### config.mk
export PLATFORM = sky130hd
export DESIGN_NAME = schematic_flat
export DESIGN_NICKNAME = d
export VERILOG_FILES = /design/src/rtl/schematic_if.sv /design/src/rtl/schematic.sv /design/src/flat_wrapper.sv
export SDC_FILE = /design/constraint.sdc
export NUM_CORES = 1
export LEC_CHECK = 0
export CAP_MARGIN = 10
export CORE_ASPECT_RATIO = 1.4
export CORE_UTILIZATION = 35
export CTS_CLUSTER_SIZE = 25
export DETAILED_ROUTE_END_ITERATION = 7
export GPL_ROUTABILITY_DRIVEN = 0
export PLACE_DENSITY = 0.61
export SYNTH_ARGS = -nofsm -noshare
export SYNTH_HDL_FRONTEND = slang
export SYNTH_SLANG_ARGS = --single-unit
export TNS_END_PERCENT = 10
### constraint.sdc
create_clock -name clk -period 2.7 [get_ports clk]
set_clock_uncertainty 0.15 [all_clocks]
set_input_delay 0.81 -clock clk [delete_from_list [all_inputs] [get_ports clk]]
set_output_delay 0.81 -clock clk [all_outputs]
set_load 0.03 [all_outputs]
### src/rtl/schematic_if.sv
// SPI bus between the schematic master and an external slave.
// The master drives CS, clkSeq and MOSI; the slave drives MISO.
interface schematic_if;
    logic CS;
    logic clkSeq;
    logic MOSI;
    logic MISO;

    modport master (
        output CS,
        output clkSeq,
        output MOSI,
        input  MISO
    );

    modport slave (
        input  CS,
        input  clkSeq,
        input  MOSI,
        output MISO
    );
endinterface

### src/rtl/schematic.sv
// Single-byte SPI master (mode 0, MSB first) started by an active-low push button.
// Define DEBOUNCE_EN to require DEBOUNCE_CYCLES stable samples of b0 before a start.
module schematic #(
    parameter int unsigned CLK_DIV         = 4,
    parameter int unsigned DATA_W          = 8,
    parameter int unsigned DEBOUNCE_CYCLES = 1000
) (
    input  logic              clk,
    input  logic              rst_n,
    input  logic              b0,
    input  logic [DATA_W-1:0] in_data,
    output logic [DATA_W-1:0] RM,
    schematic_if.master       bus
);

    localparam int unsigned BitW = $clog2(DATA_W + 1);

    typedef enum logic [1:0] {StIdle, StShift, StDone} state_e;

    state_e              state_q, state_d;
    logic                sync1_q, sync1_d;
    logic                sync2_q, sync2_d;
    logic                start;
    logic [7:0]          div_q, div_d;
    logic [BitW-1:0]     bit_q, bit_d;
    logic [DATA_W-1:0]   tx_q, tx_d;
    logic [DATA_W-1:0]   rx_q, rx_d;
    logic [DATA_W-1:0]   rm_q, rm_d;
    logic                cs_q, cs_d;
    logic                sclk_q, sclk_d;
    logic                mosi_q, mosi_d;

`ifdef DEBOUNCE_EN
    localparam int unsigned DbW = $clog2(DEBOUNCE_CYCLES + 1);

    logic           db_q, db_d;
    logic [DbW-1:0] dbc_q, dbc_d;

    // db_q is the debounced button level; it flips only after the synchronized input has
    // disagreed with it long enough, and a press fires on its high-to-low flip.
    always_comb begin
        db_d  = db_q;
        dbc_d = '0;
        start = 1'b0;
        if (sync2_q != db_q) begin
            if (dbc_q == DbW'(DEBOUNCE_CYCLES)) begin
                db_d  = sync2_q;
                start = db_q;
            end else begin
                dbc_d = dbc_q + DbW'(1);
            end
        end
    end
`else
    logic edge_q, edge_d;

    always_comb begin
        edge_d = sync2_q;
        start  = edge_q & ~sync2_q;
    end
`endif

    always_comb begin
        sync1_d = b0;
        sync2_d = sync1_q;
        state_d = state_q;
        div_d   = div_q;
        bit_d   = bit_q;
        tx_d    = tx_q;
        rx_d    = rx_q;
        rm_d    = rm_q;
        cs_d    = cs_q;
        sclk_d  = sclk_q;
        mosi_d  = mosi_q;

        unique case (state_q)
            StIdle: begin
                cs_d   = 1'b1;
                sclk_d = 1'b0;
                mosi_d = 1'b0;
                div_d  = '0;
                bit_d  = '0;
                if (start) begin
                    tx_d    = in_data;
                    rx_d    = '0;
                    cs_d    = 1'b0;
                    mosi_d  = in_data[DATA_W-1];
                    state_d = StShift;
                end
            end
            StShift: begin
                if (div_q == 8'(CLK_DIV - 1)) begin
                    div_d  = '0;
                    sclk_d = ~sclk_q;
                    if (!sclk_q) begin
                        rx_d  = {rx_q[DATA_W-2:0], bus.MISO};
                        bit_d = bit_q + BitW'(1);
                    end else if (bit_q != BitW'(DATA_W)) begin
                        tx_d   = tx_q << 1;
                        mosi_d = tx_q[DATA_W-2];
                    end
                end else begin
                    div_d = div_q + 8'd1;
                end
                // Leave one cycle early so DONE lands on the final clkSeq fall.
                if (sclk_q && bit_q == BitW'(DATA_W) && div_q == 8'(CLK_DIV - 2)) begin
                    state_d = StDone;
                end
            end
            StDone: begin
                cs_d    = 1'b1;
                sclk_d  = 1'b0;
                mosi_d  = 1'b0;
                rm_d    = rx_q;
                div_d   = '0;
                state_d = StIdle;
            end
            default: state_d = StIdle;
        endcase
    end

    always_ff @(posedge clk) begin
        if (!rst_n) begin
            state_q <= StIdle;
            sync1_q <= 1'b1;
            sync2_q <= 1'b1;
`ifdef DEBOUNCE_EN
            db_q    <= 1'b1;
            dbc_q   <= '0;
`else
            edge_q  <= 1'b1;
`endif
            div_q   <= '0;
            bit_q   <= '0;
            tx_q    <= '0;
            rx_q    <= '0;
            rm_q    <= '0;
            cs_q    <= 1'b1;
            sclk_q  <= 1'b0;
            mosi_q  <= 1'b0;
        end else begin
            state_q <= state_d;
            sync1_q <= sync1_d;
            sync2_q <= sync2_d;
`ifdef DEBOUNCE_EN
            db_q    <= db_d;
            dbc_q   <= dbc_d;
`else
            edge_q  <= edge_d;
`endif
            div_q   <= div_d;
            bit_q   <= bit_d;
            tx_q    <= tx_d;
            rx_q    <= rx_d;
            rm_q    <= rm_d;
            cs_q    <= cs_d;
            sclk_q  <= sclk_d;
            mosi_q  <= mosi_d;
        end
    end

    assign bus.CS     = cs_q;
    assign bus.clkSeq = sclk_q;
    assign bus.MOSI   = mosi_q;
    assign RM         = rm_q;

endmodule

### src/flat_wrapper.sv
// flat-port wrapper written by rule: the top's interface ports become plain ports
module schematic_flat 
#(
    parameter int unsigned CLK_DIV         = 4,
    parameter int unsigned DATA_W          = 8,
    parameter int unsigned DEBOUNCE_CYCLES = 1000
)
  (clk, rst_n, b0, in_data, RM, bus_CS, bus_clkSeq, bus_MOSI, bus_MISO);
  schematic_if bus_i ();
  input  logic clk;
  input  logic rst_n;
  input  logic b0;
  input  logic [DATA_W-1:0] in_data;
  output logic [DATA_W-1:0] RM;
  output wire logic [$bits(bus_i.CS)-1:0] bus_CS;
  output wire logic [$bits(bus_i.clkSeq)-1:0] bus_clkSeq;
  output wire logic [$bits(bus_i.MOSI)-1:0] bus_MOSI;
  input wire logic [$bits(bus_i.MISO)-1:0] bus_MISO;
  assign bus_CS = bus_i.CS;
  assign bus_clkSeq = bus_i.clkSeq;
  assign bus_MOSI = bus_i.MOSI;
  assign bus_i.MISO = bus_MISO;
  schematic #(.CLK_DIV(CLK_DIV), .DATA_W(DATA_W), .DEBOUNCE_CYCLES(DEBOUNCE_CYCLES)) u_core (.clk(clk), .rst_n(rst_n), .b0(b0), .in_data(in_data), .RM(RM), .bus(bus_i));
endmodule
==> flow_metrics.env, run 1 <==
export IMPL_hold_class="reg2reg"
export IMPL_slew_headroom_pct=58.68
export IMPL_wl_per_cell_um=13.42
export IMPL_switching_share_pct=32.53
export IMPL_fillCellCount=558
export IMPL_max_cap_violations=0
export IMPL_ys_warnings_count=0
export IMPL_tns_ps=0
export IMPL_cp_cell_sequence="clkdlybuf4s50_1"
export IMPL_yosysSeqAreaShare_pct=42.23
export IMPL_seq_area_um2=860.8
export IMPL_fin_ws_ps=227.9
export IMPL_cp_start_kind="flop"
export IMPL_power_frac_comb_pct=25.3
export IMPL_grt_overflow_total=0
export IMPL_rsz0062_at_grt="false"
export IMPL_use_met2_pct=23.30
export IMPL_hold_viol=0
export IMPL_ant_nets=0
export IMPL_reg2reg_from="u_core.state_q[0]$_SDFFE_PN0P_"
export IMPL_power_frac_clock_pct=31.1
export IMPL_synth_edff_count=0
export IMPL_endpoint_kind="output pin"
export IMPL_cts_tree="built"
export IMPL_clock_latency_ps=300
export IMPL_crit_cells=1
export IMPL_min_period_ps=2472
export IMPL_p_total_mw=1.650
export IMPL_busiest_layer="met2"
export IMPL_ys_flop_type="dfxtp_1"
export IMPL_final_nets=265
export IMPL_cp_startpoint="u_core.bus.clkSeq$_SDFFE_PN0P_"
export IMPL_syn_area_um2=2038
export IMPL_cp_required_ps=1740
export IMPL_dpl_hpwl_um=2938
export IMPL_power_density_nw_per_um2=674.3
export IMPL_r2r_cells=6
export IMPL_die_y_um=92.29
export IMPL_viasPerCell=5.361
export IMPL_totalWireLength_um=4202
export IMPL_cts_buffers=5
export IMPL_met1_usage_pct=19.72
export IMPL_cp_slowest_cell="clkdlybuf4s50_1"
export IMPL_avgSynthCellArea_um2=9.181
export IMPL_diodes=0
export IMPL_root_buffer="clkbuf_8"
export IMPL_die_w_um=66.50
export IMPL_syn_num_nets=243
export IMPL_max_clock_path_buffers=2
export IMPL_critical_path_n_buffers_inverters=1
export IMPL_setup_viol=0
export IMPL_grt_start_max_net_pins=24
export IMPL_start_util_pct=36.62
export IMPL_core_um2=5565
export IMPL_die_area_um2=6137
export IMPL_grt_use_met3_pct=3.695
export IMPL_arrival_ps=1510
export IMPL_max_freq_ghz=0.4045
export IMPL_cts_setup_buffers=0
export IMPL_hold_buffers=0
export IMPL_antenna_found_initial=0
export IMPL_crit_path_end="bus_clkSeq"
export IMPL_grt_pass1_vias=1547
export IMPL_dr_pass1_iters=4
export IMPL_outcome="finished clean"
export IMPL_rrSetupSlack_ps=460
export IMPL_place_port_buffers=22
export IMPL_multi_input_area_um2=1091
export IMPL_ios=23
export IMPL_area_delta_synth_final_pct=20.07
export IMPL_cts_sinks=43
export IMPL_p_seq_share_pct=43.6
export IMPL_cts_resized=0
export IMPL_syn_inst=222
export IMPL_synth_cell_types=38
export IMPL_drc=0
export IMPL_drv_slew=0
export IMPL_via_count=1678
export IMPL_fin_crit_sh_pct=91.56
export IMPL_r2r_end="u_core.rx_q[4]$_SDFFE_PN0P_"
export IMPL_h_tree_depth=2
export IMPL_clk_pin_slew_ps=90
export IMPL_whs_ps=267.5
export IMPL_post_place_ws_ps=226.6
export IMPL_rows=32
export IMPL_crit_fanout=8
export IMPL_cpLargestDelayFamily="buffers and inverters"
export IMPL_drt_iter0_drc=57
export IMPL_grt_pass1_wl_um=7093
export IMPL_ys_ff_latch=43
export IMPL_layout_drive_gt1_share_pct=7.347
export IMPL_p_leak_nw=0.8889
export IMPL_worstMarginPinSlew_ps=619.8
export IMPL_grt_use_total_pct=14.88
export IMPL_async_flop_share_pct=0
export IMPL_critPathKind="reg2out"
export IMPL_p_int_mw=1.113
export IMPL_p_sw_mw=0.5368
export IMPL_cp_slowest_stage_delay_ps=730
export IMPL_ir_drop_v=0.0003324
placed cells by master (no fill, tap or decap), types with 5 or more instances in the layout:
master           netlist  layout
nand3_1               12      12
nor2_1                22      22
a32oi_1                6       6
a21oi_1               14      14
o2111ai_1              6       6
clkdlybuf4s50_1        0      22
dfxtp_1               43      43
ha_1                   9       9
buf_4                  1       6
clkbuf_8               0       5
inv_1                  8       8
nand4_1                9       9
a22o_1                 8       8
mux2i_1               17      17
nand2_1               14      14
nand2b_1               6       6
power groups by stage:
stage          sequential [mW]  clock, mW  combinational [mW]
3_5_place_dp             0.734          0               0.418
5_1_grt                  0.727      0.558               0.466
2_1_floorplan            0.732          0               0.298
4_1_cts                  0.719      0.527               0.421
6_report                 0.719      0.513               0.418
3_3_place_gp             0.733          0               0.415
layer usage:
layer  wire length [um]  up-vias
met2               1999       30
li1                   -      847
met3                132        5
met4                 59        0
met5                  0        -
met1               2011      796
state kept, by name (all words and copies together) (netlist names), 2 cells and up:
name            count
u_core.bit_q        4
u_core.div_q        8
u_core.tx_q         7
u_core.RM           8
u_core.state_q      2
u_core.rx_q         8
synthesized netlist by cell type, drive strengths merged, types with 2 or more instances:
cell type	number	area, um^2
dfxtp	43	860.8
nand2	14	52.55
nor3	5	30.03
a22o	8	70.07
o21ai	3	15.01
nand3	13	70.07
a32oi	6	52.55
a31oi	2	12.51
xnor2	4	35.03
mux2i	17	170.2
nor2	22	82.58
nor4	2	27.53
xor2	4	35.03
nand4b	2	17.52
nand2b	6	37.54
o2111ai	6	52.55
ha	9	112.6
a21oi	14	70.07
clkbuf	9	33.78
nor2b	2	12.51
inv	8	30.03
nand4	9	56.30
buf	4	22.52
cells by family after synthesis:
family,synth area share (%)
compound gates,14.92
xor+xnor,3.437
fa+ha+maj,5.525
buf+inv,4.236
flops,42.23
mux,8.349
simple gates,21.30
layout make-up:
type | count | area share [%]
flip-flops and latches | 43 | 35.17
well taps | 68 | 3.476
clock buffers | 5 | 2.812
multi-input cells | 158 | 44.58
inverters | 8 | 1.227
clock inverters | 3 | 1.892
repair buffers | 28 | 10.84
per-stage QoR:
stage / instances / cell area, um^2 / utilization (%)
floorplan: 222 / 2038 / -
global placement: 305 / 2332 / 41.91
detailed placement: 305 / 2332 / 41.91
CTS: 313 / 2447 / 43.97
global route: 313 / 2447 / 43.97
finish: 313 / 2447 / 43.97
how the worst min path moves through the flow:
stage	start	end	slack, ps	cells past startpoint
final	u_core.sync1_q$_SDFF_PN1_	u_core.edge_d$_SDFF_PN1_	270	1
after CTS	u_core.sync1_q$_SDFF_PN1_	u_core.edge_d$_SDFF_PN1_	280	1
after global routing	u_core.sync1_q$_SDFF_PN1_	u_core.edge_d$_SDFF_PN1_	290	1
after floorplan	u_core.sync1_q$_SDFF_PN1_	u_core.edge_d$_SDFF_PN1_	240	1
after global placement	u_core.sync1_q$_SDFF_PN1_	u_core.edge_d$_SDFF_PN1_	260	1
after detailed placement	u_core.sync1_q$_SDFF_PN1_	u_core.edge_d$_SDFF_PN1_	250	1
No activity file was read; power rests on OpenSTA's default activity.
==> inputs of run 2 (changes only) <==
--- a/config.mk
+++ b/config.mk
@@ -10,8 +10,9 @@
 export CORE_UTILIZATION = 35
 export CTS_CLUSTER_SIZE = 25
 export DETAILED_ROUTE_END_ITERATION = 7
+export DONT_BUFFER_PORTS = 1
 export GPL_ROUTABILITY_DRIVEN = 0
-export PLACE_DENSITY = 0.61
+export PLACE_DENSITY = 0.56
 export SYNTH_ARGS = -nofsm -noshare
 export SYNTH_HDL_FRONTEND = slang
 export SYNTH_SLANG_ARGS = --single-unit
==> run 2 against run 1 <==
  * Sequential cell count did not move
  * Hold slack improved by 12 ps
  * Clock-buffer cell count did not move
  * Sequential share of layout area rose by 3.7 points
  * Via count fell by 4.6%
  * First-iteration DRC count rose by 32%
  * Utilization fell by 4.1 points
  * Non-clock buffer count fell by 23
  * Clock power fell by 3%
  * Highest routed layer unchanged
  * Sequential power rose by 1%
  * Setup slack improved by 230 ps
==> flow_metrics.env, run 2 (synthesized netlist as in run 1, its figures left out) <==
export IMPL_wl_per_cell_um=14.46
export IMPL_post_place_ws_ps=495.0
export IMPL_grt_pass1_vias=1551
export IMPL_setup_viol=0
export IMPL_crit_cells=6
export IMPL_postLayoutCoreUtil_pct=39.84
export IMPL_clk_pin_slew_ps=80
export IMPL_cp_start_kind="flop"
export IMPL_cp_slowest_stage_delay_ps=500
export IMPL_ant_nets=0
export IMPL_layout_drive_gt1_share_pct=7.658
export IMPL_rsz0062_at_grt="false"
export IMPL_die_area_um2=6137
export IMPL_fin_ws_ps=458.7
export IMPL_min_period_ps=2241
export IMPL_dr_pass1_iters=4
export IMPL_layout_commonest_cell="dfxtp_1"
export IMPL_cts_sinks=43
export IMPL_cts_setup_buffers=0
export IMPL_diodes=0
export IMPL_cp_required_ps=2790
export IMPL_critPathKind="reg2reg"
export IMPL_clock_latency_ps=300
export IMPL_root_buffer="clkbuf_8"
export IMPL_die_w_um=66.50
export IMPL_start_util_pct=36.62
export IMPL_max_cap_violations=0
export IMPL_final_nets=242
export IMPL_totalWireLength_um=4194
export IMPL_grt_start_max_net_pins=34
export IMPL_crit_fanout=13
export IMPL_whs_ps=279.0
export IMPL_reg2reg_from="u_core.state_q[0]$_SDFFE_PN0P_"
export IMPL_arrival_ps=2330
export IMPL_max_freq_ghz=0.4462
export IMPL_core_um2=5565
export IMPL_cpLargestDelayFamily="compound AO/OA/AOI/OAI gates"
export IMPL_cp_cell_sequence="inv_1 > ha_1 > nand2b_1 > nand2_1 > o22ai_1 > a22o_1"
export IMPL_max_clock_path_buffers=2
export IMPL_seq_area_um2=860.8
export IMPL_cts_resized=0
export IMPL_place_port_buffers=0
export IMPL_critical_path_n_buffers_inverters=1
export IMPL_r2r_end="u_core.rx_q[7]$_SDFFE_PN0P_"
export IMPL_slew_headroom_pct=54.82
export IMPL_via_count=1601
export IMPL_grt_overflow_total=0
export IMPL_grt_use_total_pct=14.94
export IMPL_h_tree_depth=2
export IMPL_fillCellCount=559
export IMPL_drc=0
export IMPL_outcome="finished clean"
export IMPL_fin_crit_sh_pct=83.01
export IMPL_viasPerCell=5.521
export IMPL_p_leak_nw=0.8061
export IMPL_final_cell_mix="dfxtp_1 (43), nor2_1 (22), mux2i_1 (17), a21oi_1 (14), nand2_1 (14)"
export IMPL_rows=32
export IMPL_hold_viol=0
export IMPL_r2r_cells=6
export IMPL_cts_tree="built"
export IMPL_endpoint_kind="flop"
export IMPL_drt_iter0_drc=75
export IMPL_crit_path_end="u_core.rx_q[7]$_SDFFE_PN0P_"
export IMPL_p_total_mw=1.615
export IMPL_rrSetupSlack_ps=460
export IMPL_antenna_found_initial=0
export IMPL_ir_drop_v=0.0004456
export IMPL_worstMarginPinSlew_ps=677.8
export IMPL_cts_buffers=5
export IMPL_cp_startpoint="u_core.state_q[0]$_SDFFE_PN0P_"
export IMPL_drv_slew=0
export IMPL_cp_slowest_cell="o22ai_1"
export IMPL_multi_input_area_um2=1091
export IMPL_grt_pass1_wl_um=7079
export IMPL_hold_class="reg2reg"
export IMPL_area_delta_synth_final_pct=8.779
export IMPL_tns_ps=0
export IMPL_ios=23
export IMPL_power_density_nw_per_um2=728.4
export IMPL_die_y_um=92.29
export IMPL_hold_buffers=0
export IMPL_dpl_hpwl_um=2850
-- run 2: how the worst min path moves through the flow --
stage / from / to / depth (start not counted)
2_1_floorplan: u_core.sync1_q$_SDFF_PN1_ / u_core.edge_d$_SDFF_PN1_ / 1
3_3_place_gp: u_core.sync1_q$_SDFF_PN1_ / u_core.edge_d$_SDFF_PN1_ / 1
3_5_place_dp: u_core.sync1_q$_SDFF_PN1_ / u_core.edge_d$_SDFF_PN1_ / 1
4_1_cts: u_core.sync1_q$_SDFF_PN1_ / u_core.edge_d$_SDFF_PN1_ / 1
5_1_grt: u_core.sync1_q$_SDFF_PN1_ / u_core.edge_d$_SDFF_PN1_ / 1
6_report: u_core.sync1_q$_SDFF_PN1_ / u_core.edge_d$_SDFF_PN1_ / 1
-- run 2: routing by layer --
layer	GRT usage (%)	part of all wire (%)
met1	18.76	45
met2	24.32	48
met3	3.079	4.7
met4	6.383	2.1
met5	0	0
-- run 2: area by class of cell --
type | instances | share of cell area [%]
multi-input combinational | 158 | 49.21
clock buffer | 5 | 3.104
tap | 68 | 3.837
sequential | 43 | 38.83
inverter | 8 | 1.354
clock inverter | 3 | 1.975
timing repair buffer | 5 | 1.693
-- run 2: worst register-to-register path, delay by kind of cell, from the launching register on --
kind	cells	cell delay, ps
adder cells (fa/ha/maj)	1	370
AND/OR/NAND/NOR	2	440
AO/OA/AOI/OAI	2	740
flip-flops	1	380
buffers and inverters	1	100
-- run 2: power by group --
group	total (mW)	internal, mW	switching (mW)
logic	0.389	0.140	0.248
registers	0.726	0.682	0.0437
clock network	0.500	0.275	0.225
total	1.61	1.10	0.517
-- run 2: per-stage QoR --
stage / area [um^2] / std cells
2_1_floorplan: 2038 / 222
3_3_place_gp: 2105 / 282
3_5_place_dp: 2105 / 282
4_1_cts: 2217 / 290
5_1_grt: 2217 / 290
6_report: 2217 / 290
==> RTL edit (flow settings as in run 1) <==
The 3 states of `state_e` get a one-hot encoding in 3 bits.
--- a/src/rtl/schematic.sv
+++ b/src/rtl/schematic.sv
@@ -15,7 +15,7 @@
 
     localparam int unsigned BitW = $clog2(DATA_W + 1);
 
-    typedef enum logic [1:0] {StIdle, StShift, StDone} state_e;
+    typedef enum logic [2:0] {StIdle = 3'b001, StShift = 3'b010, StDone = 3'b100} state_e;
 
     state_e              state_q, state_d;
     logic                sync1_q, sync1_d;
Formal check against the unedited RTL: same outputs for any inputs over 10 cycles, from zero or initial values and one cycle with rst_n low; not proved beyond that.
==> RTL edit against run 1 <==
- routed wire length fell by 0.31%
- synthesized cell count rose by 7.2%
- worst setup slack improved by 0.17 ns
- area after synthesis rose by 4.2%
- critical path depth did not move
- final area rose by 5.4%
- non-clock buffer count rose by 2
- die area rose by 4.1%
- sequential cell count rose by 1
- critical path type unchanged
- critical endpoint unchanged
Power is not compared: it rests on default switching activity, and its combinational part moved more than twofold at a synthesized area within 25%.
==> RTL edit: results (changes against run 1) <==
finish:
  fin_util_pct: 44.0  # about the same
  final_nets: 277  # +4.5%
  fillers: 596  # +6.8%
  drive_gt1_share_pct: 9.16  # +1.8 points
  antenna_cells: 0  # unchanged
  final_cells: 332  # +6.1%
global_route:
  gr-usage-met1_pct: 19.0  # -0.69 points
  grtUsageMet2_pct: 23.5  # +0.22 points
  grt_use_met3_pct: 2.91  # -0.78 points
  grt_max_degree: 26  # +8.3%
  antenna_found_initial: 0  # unchanged
  grt_usage_pct: 14.7  # -0.15 points
  grt_pass1_wl_um: 7200  # +1.6%
  first_global_vias: 1614  # +4.3%
setup_path:
  arrival_ns: 1.35  # -0.16 ns
  crit_path_max_incr_delay_ns: 0.69  # -0.04 ns
  worstReg2RegStart: "u_core.div_q[1]"
  crit_start: "u_core.bus.clkSeq"
  crit_fanout: 2  # -6
drt:
  drt-initial-drc-count: 57  # unchanged
  top_layer: "met4"
  route.vias.total: 1713  # +2.1%
  met3_length_um: 88  # -33%
  routedWlPerCell_um: 12.6  # -6.0%
  wl_met1_um: 2060  # +2.3%
  wl_met2_um: 1960  # -2.0%
placed_design:
  placed_cells: 324  # +6.2%
  dpl_cell_area_um2: 2420  # +3.8%
  place_ws_ns: 0.415  # +0.189 ns
  dpl.hpwl_um: 2970  # +1.1%
  portBuffers: 22  # unchanged
clocking:
  htreeDepth: 2  # unchanged
  post_cts_buffers: 0  # unchanged
  cts_max_path_buffers: 2  # unchanged
  cts.repair.resized: 0  # unchanged
  root_buffer: "clkbuf_8"
power:
  p_switching_mw: 0.269
  peakVddDrop_v: 0.000223
  pg_seq_mw: 0.660
  power_leakage_nw: 0.968
yosys:
  synthTopCellsByCount: "44 x dfxtp_1, 43 x nand2_1, 17 x a21oi_1, 16 x mux2i_1, 10 x nand3_1"
  seq_area_frac_synth_pct: 41.5  # -0.77 points
  synth_top_cells_by_area: "dfxtp_1 41%, nand2_1 7.6%, mux2i_1 7.5%"
  netlist-cell-type-count: 43  # +13%
  synthCells: 238  # +7.2%
  syn_nets: 254  # +4.5%
status:
  outcome: "finished, final reports clean"
sta:
  worst_slew_pin_slew_ns: 0.564  # -0.0554 ns
RTL edit: cell families (layout without fill, tap and decap cells):
family / count (synthesis) / in the layout / synth area share, %
compound gates: 41 / 41 / 12.1
xor+xnor: 2 / 2 / 0.825
fa+ha+maj: 4 / 4 / 2.36
buf+inv: 22 / 46 / 4.77
flops: 44 / 44 / 41.5
mux: 22 / 22 / 10.7
simple gates: 103 / 103 / 27.7
RTL edit: worst paths after layout:
path / endpoint / slack [ns] / cells past startpoint
worst min register to register: u_core.edge_d / 0.29 / 1
worst max-delay path: bus_clkSeq / 0.39 / 1
worst min-delay path: u_core.edge_d / 0.29 / 1
worst max register to register: u_core.rx_q[2] / 0.67 / 6
RTL edit: area by class of cell:
class / count / area share (%)
clock buffers: 5 / 2.67
clock inverters: 3 / 3.49
inverters: 8 / 1.16
multi-input cells: 172 / 44.3
flip-flops and latches: 44 / 34.1
well taps: 70 / 3.39
repair buffers: 30 / 10.9
